$ cat src/rtl/gf2m_reduce_233.sv
// Two-fold sequential reduction of a 2M-bit carry-less product modulo x^M + x^K + 1.
// Define GF233_REDUCE_FAST_EN to merge both folds into one cycle.
module gf2m_reduce_233 #(
   parameter int M = 233,
   parameter int K = 74
) (
   input  logic           clk,
   input  logic           rst,
   input  logic           in_valid,
   output logic           in_ready,
   input  logic [2*M-1:0] c_in,
   output logic           out_valid,
   input  logic           out_ready,
   output logic [M-1:0]   r
);

   // state | meaning
   // IDLE  | empty, accepting a product
   // F1    | first fold (both folds when the fast build is selected)
   // F2    | second fold, result fully reduced afterwards
   // DONE  | result presented on r, waiting for out_ready
   typedef enum logic [1:0] {IDLE, F1, F2, DONE} state_t;

   state_t         state;
   logic [2*M-1:0] acc;

   // x^M == x^K + 1, so the upper half folds back in at offsets 0 and K.
   function automatic logic [2*M-1:0] fold(input logic [2*M-1:0] a);
      logic [2*M-1:0] h;
      h = {{M{1'b0}}, a[2*M-1:M]};
      return {{M{1'b0}}, a[M-1:0]} ^ h ^ (h << K);
   endfunction

   assign in_ready = (state == IDLE) || ((state == DONE) && out_ready);
   assign r        = acc[M-1:0];

   // Both folds always run so that latency never depends on the data.
   always_ff @(posedge clk or posedge rst) begin
      if (rst) begin
         state     <= IDLE;
         acc       <= '0;
         out_valid <= 1'b0;
      end else begin
         case (state)
            IDLE: begin
               if (in_valid) begin
                  acc   <= c_in;
                  state <= F1;
               end
            end
            F1: begin
`ifdef GF233_REDUCE_FAST_EN
               acc       <= fold(fold(acc));
               state     <= DONE;
               out_valid <= 1'b1;
`else
               acc   <= fold(acc);
               state <= F2;
`endif
            end
            F2: begin
               acc       <= fold(acc);
               state     <= DONE;
               out_valid <= 1'b1;
            end
            DONE: begin
               if (out_ready) begin
                  out_valid <= 1'b0;
                  if (in_valid) begin
                     acc   <= c_in;
                     state <= F1;
                  end else begin
                     state <= IDLE;
                  end
               end
            end
            default: begin
               state     <= IDLE;
               out_valid <= 1'b0;
            end
         endcase
      end
   end

endmodule

$ cat config.mk
export PLATFORM = sky130hd
export DESIGN_NAME = gf2m_reduce_233
export DESIGN_NICKNAME = d
export VERILOG_FILES = /design/src/rtl/gf2m_reduce_233.sv
export SDC_FILE = /design/constraint.sdc
export NUM_CORES = 1
export LEC_CHECK = 0
export BUFFER_PORTS_ARGS = -buffer_cell sky130_fd_sc_hd__buf_2
export CORE_MARGIN = 2
export CORE_UTILIZATION = 35
export CTS_CLUSTER_SIZE = 14
export DETAILED_ROUTE_END_ITERATION = 10
export GPL_TIMING_DRIVEN = 1
export HOLD_SLACK_MARGIN = 0.03
export SLEW_MARGIN = 0
export SYNTH_ARGS = -nofsm -noshare
export SYNTH_HDL_FRONTEND = slang
export SYNTH_SLANG_ARGS = --single-unit
$ cat constraint.sdc
create_clock -name clk -period 21.7 [get_ports clk]
set_input_delay 4.34 -clock clk [delete_from_list [all_inputs] [get_ports clk]]
set_output_delay 4.34 -clock clk [all_outputs]
set_load 0.05 [all_outputs]
Yosys cells after proc, flatten, opt, wreduce, memory -nomap -nowiden. Cells that the tools add are included.

Register bits: 469. Bits of input ports: 470. Output and inout port bits: 235. Word-level logic and storage cells: 26.

Bitwise operators: 2. Multiplexer cells: 9. Equality and inequality tests: 5. Reductions and logical operators: 7.

Operators with widths (number): 466-bit case mux with 3 select lines (1); 466-bit two-way mux (2); 233-bit by 307-bit bitwise XOR with 307-bit output (1); 233-bit bitwise XOR (1); 2-bit case mux with 4 select lines (1); 2-bit equality test (second input constant) (2); 2-bit two-way mux (2); 2-bit != test (second input constant) (2); 2-bit AND reduction (2); 2-bit by 1-bit equality test with 1-bit output (second input constant) (1); 2-bit zero test (1); 1-bit two-way mux (2); 1-bit case mux with 2 select lines (1); 2-bit nonzero test (1); 2-bit OR reduction (1); 1-bit logical AND (1); 1-bit logical OR (1).

Logic depth before layout (Yosys ltp).
Word-level depth: 3. Gate-level depth with buffers: 9. Gate-level depth less buffers: 6.

Least setup slack after synthesis. OpenSTA, ideal clock, no wires.

Kind: input to output. From: in out_ready. To: out in_ready. Path buffers: 0. Arrival: 4.723 ns. Required time: 17.360 ns. Cell stages on the path: 2. Setup slack: 12.637 ns. Cells stage by stage: nand2_1 > nand2_1.

Cells in the longest elaborated chain, start to end: 2.

RTL lines: start, declared (line 13) `input logic out_ready,`; 1-bit logical AND (line 34) `assign in_ready = (state == IDLE) || ((state == DONE) && out_ready);`; 1-bit logical OR (line 34); end, declared (line 10) `output logic in_ready,`.

Every way passes these cells.

Worst setup path in the final report. Ends and elaborated chain as after synthesis.

==> flow_metrics.env <==
export IMPL_start_util_pct=35.4
export IMPL_totalWireLength_um=90700
export IMPL_p_switching_mw=3.20
export IMPL_place_ws_ns=12.53
export IMPL_cts_sinks=469
export IMPL_synth_seq_area_share_pct=42.0
export IMPL_status="finished, final reports clean"
export IMPL_relSlewSlack_pct=24.4
export IMPL_p_leak_nw=15.5
export IMPL_firstDrtPassIters=6
export IMPL_synth_nets=3722
export IMPL_switching_share_pct=50.9
export IMPL_finalSetupTns_ns=0
export IMPL_rsz0062_at_grt="false"
export IMPL_drive_above_1_share_pct=24.9
export IMPL_synth_seq_cells=469
export IMPL_skew_ns=0.0211
export IMPL_synthFlopType="dfrtp_1"
export IMPL_clock_fmax_mhz=109
export IMPL_clock_power_share_pct=15.4
export IMPL_r2r_end="acc[177]"
export IMPL_synth_distinct_cells=26
export IMPL_io_pins=705
export IMPL_max_cap_viol_count=0
export IMPL_internal_power_mw=3.08
export IMPL_pwr_share_comb_pct=55.6
export IMPL_overflow=0
export IMPL_dpl_hpwl_um=62700
export IMPL_slew_violations=0
export IMPL_clkLatencyLatePin_ns=0.60
export IMPL_start_kind="primary input"
export IMPL_hold_path_endpoint="acc[464]"
export IMPL_fin_util_pct=40.5
export IMPL_setup_violations=0
export IMPL_vias_per_cell=5.19
export IMPL_n_fill_cell=8053
export IMPL_rrSetupSlack_ns=17.10
export IMPL_holdCritPathClass="reg2reg"
export IMPL_dp_cells=4551
export IMPL_synthCells=3249
export IMPL_grt_antenna_before_repair=35
export IMPL_port_buffers=704
export IMPL_wl_per_cell_um=19.4
export IMPL_r2r_cells=8
export IMPL_synth_edf_count=0
export IMPL_cts_hold_buf=0
export IMPL_finalHoldViolCount=0
export IMPL_yosys_top_cells_area="dfrtp_1 42%, buf_4 6.4%, nand2_1 5.3%, xor2_1 5.0%, o21ai_0 4.3%"
export IMPL_postCtsSetupRepairBufs=0
export IMPL_path_clk_slew_ns=0.06
export IMPL_worstPathArrival_ns=4.84
export IMPL_fp_dieW_um=287
export IMPL_grt_pass1_vias=22500
export IMPL_synth_most_common_cell="dfrtp_1"
export IMPL_vias=24300
export IMPL_design_final_nets=4032
export IMPL_syn_cell_area_um2=27900
export IMPL_r2r_start="state[1]"
export IMPL_cp_required_ns=17.36
export IMPL_min_path_cells=2
export IMPL_ant_nets=0
export IMPL_fin_crit_sh_pct=42.3
export IMPL_cts_buffers=56
export IMPL_placed_cell_area_um2=30100
export IMPL_multi_input_area_um2=12700
export IMPL_power_density_nw_per_um2=196
export IMPL_seq_power_share_pct=29.1
export IMPL_synth_top_cell_area_share_pct=42.0
export IMPL_core_um2=79000
export IMPL_htree_num_levels=2
export IMPL_finalWorstSetupSlack_ns=12.52
export IMPL_yosys_area_top_type="dfrtp_1"
export IMPL_hp_start="acc[464]"
export IMPL_worstSetupEndpointType="output pin"
export IMPL_finalNonFillerCells=4678
export IMPL_cts_resized=0
export IMPL_critPathKind="in2out"
export IMPL_register_area_um2=11700
export IMPL_place_congestion=0.853
export IMPL_cts_tree="yes"
export IMPL_synth_common_cells="469 x dfrtp_1, 395 x nand2_1, 241 x o21ai_0"
export IMPL_drc_errors=0
export IMPL_grt_pass1_wl_um=135000
export IMPL_drt_iter0_drc=1718
export IMPL_fin_area_um2=32000
export IMPL_die_area_um2=82100
export IMPL_cp_max_fo=4
export IMPL_track_usage_pct=21.1
export IMPL_async_flop_share_pct=100
export IMPL_syn_to_final_growth_pct=14.5
export IMPL_clk_path_buf_depth=3
export IMPL_yosysWarnings=0
export IMPL_worst_slew_pin_slew_ns=1.13
export IMPL_ctsRootBufferMaster="clkbuf_16"
export IMPL_ir_drop_v=0.000147
export IMPL_finalCriticalPeriod_ns=9.18
export IMPL_die_h_um=287
export IMPL_syn_avg_cell_area_um2=8.60
export IMPL_row_count=103
export IMPL_grt_start_max_net_pins=212
-- metal layers --
metal | up-vias | GRT usage, % | share of wire [%]
met5 | - | 0 | 0.17
met4 | 24 | 7.97 | 3.3
met3 | 147 | 5.09 | 7.1
met2 | 758 | 33.8 | 47
met1 | 11500 | 27.5 | 42
li1 | 11800 | - | -
-- stage by stage --
| step | power [mW] | hold slack, ns |
|---|---|---|
| after floorplan | 4.81 | 0.480 |
| after global placement | 5.27 | 0.491 |
| after detailed placement | 5.33 | 0.500 |
| after CTS | 6.31 | 0.513 |
| after global routing | 6.74 | 0.530 |
| final | 6.28 | 0.508 |
-- registers in the layout (all words and copies together) (netlist names) --
name / cells
acc: 466
state: 2
out_valid: 1
-- cell type report --
type                       count  share of cell area, %
tap                         1050                   4.11
sequential                   469                   36.7
clock inverter                17                  0.645
clock buffer                  87                   5.19
timing repair buffer         729                   11.8
multi-input combinational   2160                   39.7
inverter                     143                   1.70
antenna                       23                  0.180
-- cells in the final DEF, fill, tap and decap left out, types with 18 or more instances in the layout --
cell	instances
buf_2	703
dfrtp_1	469
nand2_1	394
o21ai_0	241
nor2_1	213
o22ai_1	160
a21oi_1	160
nand3b_1	160
xor2_1	159
nand3_1	159
inv_1	142
a31oi_1	138
and3_1	75
mux2i_1	74
o22a_1	74
o221a_2	74
o21ai_1	70
clkbuf_16	57
diode_2	23
buf_4	21
clkbuf_1	18
-- critical path, cell delays in order --
cell and delay (ns):
buf_2 0.12, nand2_1 0.06, nand2_1 0.07, buf_2 0.25
-- how the worst max path moves through the flow --
stage,slack [ns],to,startpoint
after floorplan,4.28,acc[0],rst
after global placement,12.51,in_ready,out_ready
after detailed placement,12.53,in_ready,out_ready
after CTS,12.52,in_ready,out_ready
after global routing,12.51,in_ready,out_ready
final,12.52,in_ready,out_ready
-- power groups by stage --
stage          sequential, mW  clock [mW]  combinational (mW)
2_1_floorplan            1.66           0                3.15
5_1_grt                  1.89        1.02                3.82
6_report                 1.83       0.966                3.49
3_3_place_gp             1.82           0                3.44
3_5_place_dp             1.84           0                3.49
4_1_cts                  1.83       0.987                3.50
-- kinds of logic after synthesis --
kind of cell	Yosys count	share of synthesized area [%]
mux	75	2.69
flops	469	42.0
compound gates	920	20.5
buf+inv	620	12.7
xor+xnor	159	4.98
fa+ha+maj	3	0.134
simple gates	1003	17.0
(Power assumes the default switching activity.)
